[src/rtl/ctrl_pkg.sv]
// ctrl_pkg: encodings shared by the control FSM and the ALU.
package ctrl_pkg;
  typedef enum logic [3:0] {
    ALU_ADD = 4'h0, ALU_SUB = 4'h1, ALU_SLL = 4'h2, ALU_SLT = 4'h3,
    ALU_SLTU = 4'h4, ALU_XOR = 4'h5, ALU_SRL = 4'h6, ALU_SRA = 4'h7,
    ALU_OR = 4'h8, ALU_AND = 4'h9, ALU_LUI = 4'hA, ALU_AUIPC = 4'hB
  } alu_op_e;
  typedef enum logic [2:0] {
    S_FETCH = 3'd0, S_DECODE = 3'd1, S_EXEC = 3'd2, S_MEM = 3'd3, S_WB = 3'd4, S_TRAP = 3'd5
  } state_e;
  localparam logic [6:0] OPC_OP     = 7'b0110011;
  localparam logic [6:0] OPC_OPIMM  = 7'b0010011;
  localparam logic [6:0] OPC_LOAD   = 7'b0000011;
  localparam logic [6:0] OPC_STORE  = 7'b0100011;
  localparam logic [6:0] OPC_BRANCH = 7'b1100011;
  localparam logic [6:0] OPC_LUI    = 7'b0110111;
  localparam logic [6:0] OPC_AUIPC  = 7'b0010111;
  localparam logic [6:0] OPC_JAL    = 7'b1101111;
  localparam logic [6:0] OPC_JALR   = 7'b1100111;
  localparam logic [1:0] PC_PLUS4 = 2'd0, PC_BRANCH = 2'd1, PC_ALU = 2'd2;
  localparam logic [1:0] WB_ALU = 2'd0, WB_MEM = 2'd1, WB_PC4 = 2'd2;
  function automatic logic opc_known(input logic [6:0] opc);
    return opc inside {OPC_OP, OPC_OPIMM, OPC_LOAD, OPC_STORE, OPC_BRANCH,
                       OPC_LUI, OPC_AUIPC, OPC_JAL, OPC_JALR};
  endfunction
endpackage

[src/rtl/alu_decoder.sv]
// alu_decoder: maps opcode/funct3/funct7 to the ALU operation.
module alu_decoder
  import ctrl_pkg::*;
(
  input  logic [6:0] opcode,
  input  logic [2:0] funct3,
  input  logic [6:0] funct7,
  output alu_op_e    alu_op
);
  logic    unused;
  alu_op_e arith;
  assign unused = ^{funct7[6], funct7[4:0]};
  always_comb begin
    arith = ALU_ADD;
    case (funct3)
      3'b000: arith = (opcode == OPC_OP && funct7[5]) ? ALU_SUB : ALU_ADD;
      3'b001: arith = ALU_SLL;
      3'b010: arith = ALU_SLT;
      3'b011: arith = ALU_SLTU;
      3'b100: arith = ALU_XOR;
      3'b101: arith = funct7[5] ? ALU_SRA : ALU_SRL;
      3'b110: arith = ALU_OR;
      default: arith = ALU_AND;
    endcase
  end
  // OP-IMM only looks at funct7 for the shift-right form, where it is imm[10]
  assign alu_op = (opcode == OPC_OP || opcode == OPC_OPIMM) ? arith :
                  opcode == OPC_BRANCH ? ALU_SUB :
                  opcode == OPC_LUI    ? ALU_LUI :
                  opcode == OPC_AUIPC  ? ALU_AUIPC : ALU_ADD;
endmodule

[src/rtl/control_fsm.sv]
// control_fsm: multi-cycle RV32I control FSM with memory wait timeout.
// Define CTRL_TRAP_EN to trap on unrecognised opcodes instead of treating them as NOPs.
module control_fsm
  import ctrl_pkg::*;
#(
  parameter int MEM_WAIT_MAX = 15
) (
  input  logic        clk,
  input  logic        rst_n,
  input  logic [31:0] instr,
  input  logic        mem_ready,
  input  logic        alu_zero,
  input  logic        alu_less_than,
  input  logic        alu_less_than_u,
  output logic [3:0]  alu_op,
  output logic        alu_src_a,
  output logic        alu_src_b,
  output logic        ir_we,
  output logic        pc_we,
  output logic        mem_re,
  output logic        mem_we,
  output logic        reg_we,
  output logic [1:0]  pc_sel,
  output logic [1:0]  wb_sel,
  output logic [2:0]  mem_funct3,
  output logic [2:0]  state,
  output logic        trap
);
  localparam int CW = $clog2(MEM_WAIT_MAX + 1);
  state_e      cur, nxt;
  logic [CW-1:0] wait_cnt;
  logic [31:0] ir;
  logic [6:0]  opcode;
  logic [2:0]  funct3;
  alu_op_e     dec_op;
  logic        is_load, is_store, is_branch, is_jump, known, taken, timeout, unused;
  assign opcode     = ir[6:0];
  assign funct3     = ir[14:12];
  assign unused     = ^{ir[24:15], ir[11:7]};
  assign is_load    = opcode == OPC_LOAD;
  assign is_store   = opcode == OPC_STORE;
  assign is_branch  = opcode == OPC_BRANCH;
  assign is_jump    = opcode == OPC_JAL || opcode == OPC_JALR;
  assign known      = opc_known(opcode);
  assign timeout    = !mem_ready && wait_cnt == CW'(MEM_WAIT_MAX - 1);
  assign mem_funct3 = funct3;
  assign state      = cur;
  assign taken = funct3 == 3'b000 ? alu_zero :
                 funct3 == 3'b001 ? !alu_zero :
                 funct3 == 3'b100 ? alu_less_than :
                 funct3 == 3'b101 ? !alu_less_than :
                 funct3 == 3'b110 ? alu_less_than_u :
                 funct3 == 3'b111 ? !alu_less_than_u : 1'b0;
  alu_decoder u_dec (
    .opcode(opcode),
    .funct3(funct3),
    .funct7(ir[31:25]),
    .alu_op(dec_op)
  );
  always_ff @(posedge clk) begin
    if (!rst_n) begin
      cur      <= S_FETCH;
      wait_cnt <= '0;
      ir       <= '0;
    end else begin
      cur      <= nxt;
      wait_cnt <= (nxt != cur || cur == S_TRAP) ? '0 : wait_cnt + 1'b1;
      if (cur == S_FETCH && mem_ready) ir <= instr;
    end
  end
  always_comb begin
    nxt = cur;
    case (cur)
      S_FETCH:  nxt = mem_ready ? S_DECODE : timeout ? S_TRAP : S_FETCH;
`ifdef CTRL_TRAP_EN
      S_DECODE: nxt = known ? S_EXEC : S_TRAP;
`else
      S_DECODE: nxt = S_EXEC;
`endif
      S_EXEC:   nxt = (is_load || is_store) ? S_MEM : is_branch ? S_FETCH : S_WB;
      S_MEM:    nxt = mem_ready ? (is_load ? S_WB : S_FETCH) : timeout ? S_TRAP : S_MEM;
      S_WB:     nxt = S_FETCH;
      S_TRAP:   nxt = S_TRAP;
      default:  nxt = S_FETCH;
    endcase
  end
  // Outputs are forced low while reset is held so FETCH does not raise mem_re early
  always_comb begin
    alu_op    = 4'h0;
    alu_src_a = 1'b0;
    alu_src_b = 1'b0;
    ir_we     = 1'b0;
    pc_we     = 1'b0;
    mem_re    = 1'b0;
    mem_we    = 1'b0;
    reg_we    = 1'b0;
    pc_sel    = PC_PLUS4;
    wb_sel    = WB_ALU;
    trap      = 1'b0;
    if (rst_n) begin
      case (cur)
        S_FETCH: begin
          mem_re = 1'b1;
          ir_we  = mem_ready;
        end
        S_EXEC: begin
          pc_we  = is_branch;
          pc_sel = (is_branch && taken) ? PC_BRANCH : PC_PLUS4;
        end
        S_MEM: begin
          mem_re = is_load;
          mem_we = is_store;
          pc_we  = is_store && mem_ready;
        end
        S_WB: begin
          reg_we = known;
          pc_we  = 1'b1;
          pc_sel = is_jump ? PC_ALU : PC_PLUS4;
          wb_sel = is_jump ? WB_PC4 : is_load ? WB_MEM : WB_ALU;
        end
        S_TRAP:  trap = 1'b1;
        default: ;
      endcase
      if (cur inside {S_EXEC, S_MEM, S_WB}) begin
        alu_op    = dec_op;
        alu_src_a = opcode == OPC_AUIPC || opcode == OPC_JAL;
        alu_src_b = !(opcode == OPC_OP || is_branch);
      end
    end
  end
endmodule

[config.mk]
export PLATFORM = sky130hd
export DESIGN_NAME = control_fsm
export DESIGN_NICKNAME = d
export VERILOG_FILES = /design/src/rtl/ctrl_pkg.sv /design/src/rtl/alu_decoder.sv /design/src/rtl/control_fsm.sv
export SDC_FILE = /design/constraint.sdc
export NUM_CORES = 1
export LEC_CHECK = 0
export ABC_AREA = 1
export CAP_MARGIN = 30
export CORE_AREA = 5 5 62 64
export DETAILED_ROUTE_END_ITERATION = 10
export DIE_AREA = 0 0 67 69
export GPL_TIMING_DRIVEN = 0
export PLACE_DENSITY = 0.86
export SLEW_MARGIN = 10
export SYNTH_ARGS = -nofsm -noshare
export SYNTH_HDL_FRONTEND = slang
export SYNTH_SLANG_ARGS = --single-unit
[constraint.sdc]
create_clock -name clk -period 1.7 [get_ports clk]
set_input_delay 0.17 -clock clk [delete_from_list [all_inputs] [get_ports clk]]
set_output_delay 0.17 -clock clk [all_outputs]
set_load 0.1 [all_outputs]
; ---- After elaboration in Yosys (flattened, before gate mapping)
; Cells that the tools add are included.
[word_totals]
register_bits = 38
out_inout_bits = 22
in_bits = 38
[classes]
n_reduce_logical = 21
addsub = 1
n_eq_ne = 23
n_bitwise = 1
n_mux = 47
[op_table]
columns = op, n
row1 = 4-bit case mux with 7 select lines, 1
row2 = 1-bit 2-to-1 mux, 24
row3 = 4-bit 2-to-1 mux, 6
row4 = 7-bit by 6-bit == test with 1-bit output (second input constant), 3
row5 = 7-bit == test (second input constant), 3
row6 = 3-bit 2-to-1 mux, 7
row7 = 3-bit == test (second input constant), 6
row8 = 3-bit case mux with 5 select lines, 1
row9 = 7-bit by 5-bit == test with 1-bit output (second input constant), 2
row10 = 3-bit by 2-bit == test with 1-bit output (second input constant), 4
row11 = 2-bit 2-to-1 mux, 5
row12 = 9-bit nonzero test, 1
row13 = 7-bit by 2-bit == test with 1-bit output (second input constant), 1
row14 = 3-bit by 1-bit == test with 1-bit output (second input constant), 2
row15 = 3-bit logical NOT, 2
row16 = 1-bit logical OR, 6
row17 = 1-bit logical AND, 5
row18 = 1-bit logical NOT, 5
row19 = 4-bit by 1-bit adder with 4-bit output (second input constant), 1
row20 = 4-bit == test (second input constant), 1
row21 = 2-bit case mux with 2 select lines, 1
row22 = 3-bit inequality test, 1
row23 = 1-bit case mux with 3 select lines, 1
row24 = 3-bit nonzero test, 1
row25 = other kinds (3), 3

; ---- Longest topological paths before layout
[logic_depth]
word_depth = 11
ltp_mapped = 11

; ---- By module
; From an unflattened synthesis, not the netlist that was laid out.
[unflattened]
cells_unflattened = 252
hier_area_um2 = 1584.0
[by_module_without_submodules]
columns = mod, n_inst, cells_each, area_each_um2, seq_area_each_um2
row1 = control_fsm, 1, 209, 1398.8, 480.5
row2 = alu_decoder, 1, 43, 185.2, 0.0

; ---- Worst setup path before layout
; Ideal clock, no wire load.
[synth_path]
path_type = register to output
start = register cur[2] (netlist: state[2])
end = output pc_sel[1]
path_slack_ns = -2.727
t_arrival_ns = 4.257
path_stages_with_launch = 3
cell_sequence = dfxtp_1 > nand3_1 > nor4_1
[synth_between]
elab_chain_cells = 3
word_cells_on_any_way = 4
[synth_lines]
columns = item, line
row1 = start: declaration, control_fsm.sv:30  ; state_e cur, nxt;
row2 = start signal: assignment, control_fsm.sv:66  ; cur <= nxt;
row3 = 3-bit == test / 3-bit by 2-bit == test with 1-bit output (equally long branches), control_fsm.sv:101  ; case (cur)
row4 = 2-bit case mux with 2 select lines *, control_fsm.sv:101
row5 = 2-bit 2-to-1 mux *, control_fsm.sv:100  ; if (rst_n) begin
row6 = end: declaration, control_fsm.sv:23  ; output logic [1:0] pc_sel,
; Every way passes the cells marked *; elsewhere a longest branch is shown, timed or not.

; ---- Worst setup path after layout
[layout_path]
start = register ir[13]
end = output pc_sel[0]
[layout_between]
elab_chain_cells = 11
word_cells_on_any_way = 16
[layout_lines]
columns = item, line
row1 = start: declaration, control_fsm.sv:32  ; logic [31:0] ir;
row2 = start signal: assignment, control_fsm.sv:68  ; if (cur == S_FETCH && mem_ready) ir <= instr;
row3 = 3-bit == test, control_fsm.sv:53  ; funct3 == 3'b111 ? !alu_less_than_u : 1'b0;
row4 = 1-bit 2-to-1 mux, control_fsm.sv:53
row5 = 1-bit 2-to-1 mux, control_fsm.sv:52  ; funct3 == 3'b110 ? alu_less_than_u :
row6 = 1-bit 2-to-1 mux, control_fsm.sv:51  ; funct3 == 3'b101 ? !alu_less_than :
row7 = 1-bit 2-to-1 mux, control_fsm.sv:50  ; funct3 == 3'b100 ? alu_less_than :
row8 = 1-bit 2-to-1 mux, control_fsm.sv:49  ; funct3 == 3'b001 ? !alu_zero :
row9 = 1-bit 2-to-1 mux *, control_fsm.sv:48  ; assign taken = funct3 == 3'b000 ? alu_zero :
row10 = 1-bit logical AND *, control_fsm.sv:108  ; pc_sel = (is_branch && taken) ? PC_BRANCH : PC_PLUS4;
row11 = 1-bit 2-to-1 mux *, control_fsm.sv:108
row12 = 2-bit case mux with 2 select lines *, control_fsm.sv:101
row13 = 2-bit 2-to-1 mux *, control_fsm.sv:100
; Marks and branches as above.

==> results.yml <==
hold_path:
  worst_hold_path.endpoint: "ir[1]$_SDFFE_PN0P_"
  min_from: "instr[1]"
  hp-class: "input pin to flop"
  min_delay_path_depth: 3
critical_path:
  max_stage_delay_ps: 400
  arrival_ps: 1810
  r2r_end: "wait_cnt[3]$_SDFF_PP0_"
  path_buf_inv: 3
  crit_type: "flop to output pin"
  reg2reg_depth: 12
  crit_fanout: 7
  rr_startpoint: "ir[1]$_SDFFE_PN0P_"
  cp_slowest_cell: "dfxtp_4"
  path_cells: "inv_1 > nand2_1 > nor2_2 > nand2_1 > o211ai_1 > a21oi_1 > o21ai_2 > inv_2 > buf_12"
  cp-end-kind: "output pin"
  regToRegSetupSlack_ps: 50
  worstSetupStartpointType: "flop"
  critPathMostFrequentCell: "nand2_1"
  crit_required_ps: 1530
  crit_family: "flip-flops"
detailed_routing:
  drc: 0
  routedWlPerCell_um: 17.5
  via_count: 1701
  routed_wl_mm: 5.60
  ant_nets: 0
  drtIter0Drc: 103
  avgViaCountPerCell: 5.30
  drt_pre_antenna_iters: 4
place:
  hpwl_mm: 2.61
  placed_cell_area_sq_um: 1830
  dp_slack_ps: -1200
  numPortBuffers: 38
  gp_congestion: 0.838
yosys:
  synth.ff_latch_count: 18
  yosysMostFrequentCell: "nand2_1"
  syn_area_sq_um: 1220
  synthFlopType: "dfxtp_1"
  ys_warn_count: 0
  syn_avg_cell_area_sq_um: 6.33
  synth_area_leaders: "dfxtp_1 (29%), nand2_1 (10%), a21oi_1 (8.6%)"
  yosysUniqueCellTypes: 30
  synth_commonest_cells: "nand2_1 (33), nor2_1 (25), a21oi_1 (21)"
  synth_top_area_cell: "dfxtp_1"
  syn_inst: 193
  ys_async_sr_fraction: 0
  yosysTopAreaCellShare: 0.295
  yosysSeqAreaShare: 0.295
  synth_edf_count: 0
  synth_nets: 233
grt:
  grt_pass1_wl_mm: 7.15
  grt_pass1_vias: 1556
  antenna_found_initial: 0
  grt_max_degree: 11
  track_usage: 0.191
  overflow: 0
flow_run:
  maxCapViolations: 0
timing:
  slew_headroom: 0.637
  setup_viol: 14
  fin_crit_sh: 1.16
  setup_tns_ps: -2130
  rsz0062_at_grt: "yes"
  setup_slack_ps: -280
  finalCriticalPeriod_ps: 1980
  fmax_mhz: 505
  maxSlewViolCount: 0
  worst_pin_slew_ps: 546
  skew_ps: 6.86
  final_hold_viol_count: 0
floorplanning:
  die_area_sq_um: 4620
  core_sq_um: 3230
  die_h_um: 69
  die_x_um: 67
  row_count: 21
  start_util: 0.378
  ios: 60
pwr:
  peakVddDrop_mv: 0.501
  power_density_nw_per_um2: 585
  p_leak_nw: 1.14
clocking:
  clkTransAtPathRegs_ps: 120
  cts.sinks: 18
  clockRootBuffer: "clkbuf_4"
  numCtsBuffers: 3
  cts.path.max_buffers: 2
  htree_levels: 1
  tritoncts: "built"
  clk_latency_ps: 320
cells_and_area:
  fillers: 163
  drive_above_1_share: 0.596
  area.growth.synth_to_final_pct: 118
  antenna_cells: 0
  post-route-cell-area_sq_um: 2670
  final_nets: 316
status:
  status: "finished with violations"
  violations: "negative setup slack"
## layout make-up
cell class | count | area, sq um | share of cell area
multi-input combinational | 142 | 1140 | 0.426
timing repair buffer | 79 | 878 | 0.329
sequential | 18 | 395 | 0.148
inverter | 26 | 125 | 0.0469
tap | 46 | 57.6 | 0.0216
buffer | 6 | 40.0 | 0.0150
clock buffer | 4 | 36.3 | 0.0136
## logic make-up (layout without fill, tap and decap cells)
family	Yosys count	in the layout	share of synthesized area
fa+ha+maj	2	2	0.0205
xor+xnor	2	2	0.0143
simple gates	93	93	0.357
buf+inv	33	115	0.113
flops	18	18	0.295
compound gates	45	45	0.201
## what timing repair did
action / 4_1_cts / 5_1_grt
pin swaps: 15 / 19
setup endpoints to repair: 22 / 18
buffers inserted: 23 / 19
resized for setup: 211 / 53
hold buffers: 0 / 0
## worst max path at each step
| stage | cells after the start | slack [ps] | startpoint | end |
|---|---|---|---|---|
| floorplan | 3 | -380 | state[1]$_SDFF_PN0_ | pc_sel[1] |
| global placement | 7 | -1200 | rst_n | alu_op[1] |
| detailed placement | 7 | -1200 | rst_n | alu_op[1] |
| CTS | 8 | -170 | ir[2]$_SDFFE_PN0P_ | alu_op[1] |
| global route | 9 | -310 | ir[13]$_SDFFE_PN0P_ | pc_sel[0] |
| finish | 9 | -280 | ir[13]$_SDFFE_PN0P_ | pc_sel[0] |
## per-stage QoR
| step | instances | hold slack [ps] | util | power (mW) |
|---|---|---|---|---|
| 6_report | 321 | 409 | 0.826 | 1.56 |
| 3_5_place_dp | 277 | 452 | 0.565 | 1.01 |
| 2_1_floorplan | 193 | 334 | - | 0.880 |
| 5_1_grt | 321 | 430 | 0.826 | 1.62 |
| 4_1_cts | 304 | 423 | 0.731 | 1.41 |
| 3_3_place_gp | 277 | 446 | 0.565 | 1.00 |
## routing by layer
| layer | vias up | part of all wire | GRT usage |
|---|---|---|---|
| met5 | - | 0 | 0 |
| met3 | 25 | 0.058 | 0.0211 |
| met1 | 793 | 0.39 | 0.239 |
| li1 | 801 | - | - |
| met4 | 0 | 0.040 | 0.0653 |
| met2 | 82 | 0.51 | 0.331 |
## where the power goes
group	switching (mW)	total, mW	internal (mW)
registers	0.0633	0.526	0.462
logic	0.467	0.748	0.281
clock network	0.157	0.288	0.131
## tightest hold or removal path, cell delays in order
cell	delay, ps
clkdlybuf4s50_1	400
nand3_1	80
a21oi_1	60
## placed cells by master, fill, tap and decap left out, types with 5 or more instances in the layout
master,netlist,layout
a21oi_1,21,16
buf_12,0,15
buf_4,3,33
buf_6,0,11
clkdlybuf4s50_1,0,15
dfxtp_1,18,6
dfxtp_4,0,8
inv_1,19,12
inv_2,7,6
nand2_1,33,22
nand2_2,7,8
nand2_4,0,9
nand3_1,11,8
nor2_1,25,10
nor2_2,4,7
nor2_4,1,13
o21ai_0,16,9
o21ai_2,1,5
## state kept, by name, indices dropped and copies added (netlist names)
| signal | flops |
|---|---|
| ir | 11 |
| state | 3 |
| wait_cnt | 4 |
Note: power is estimated with default switching activity, not from simulation.
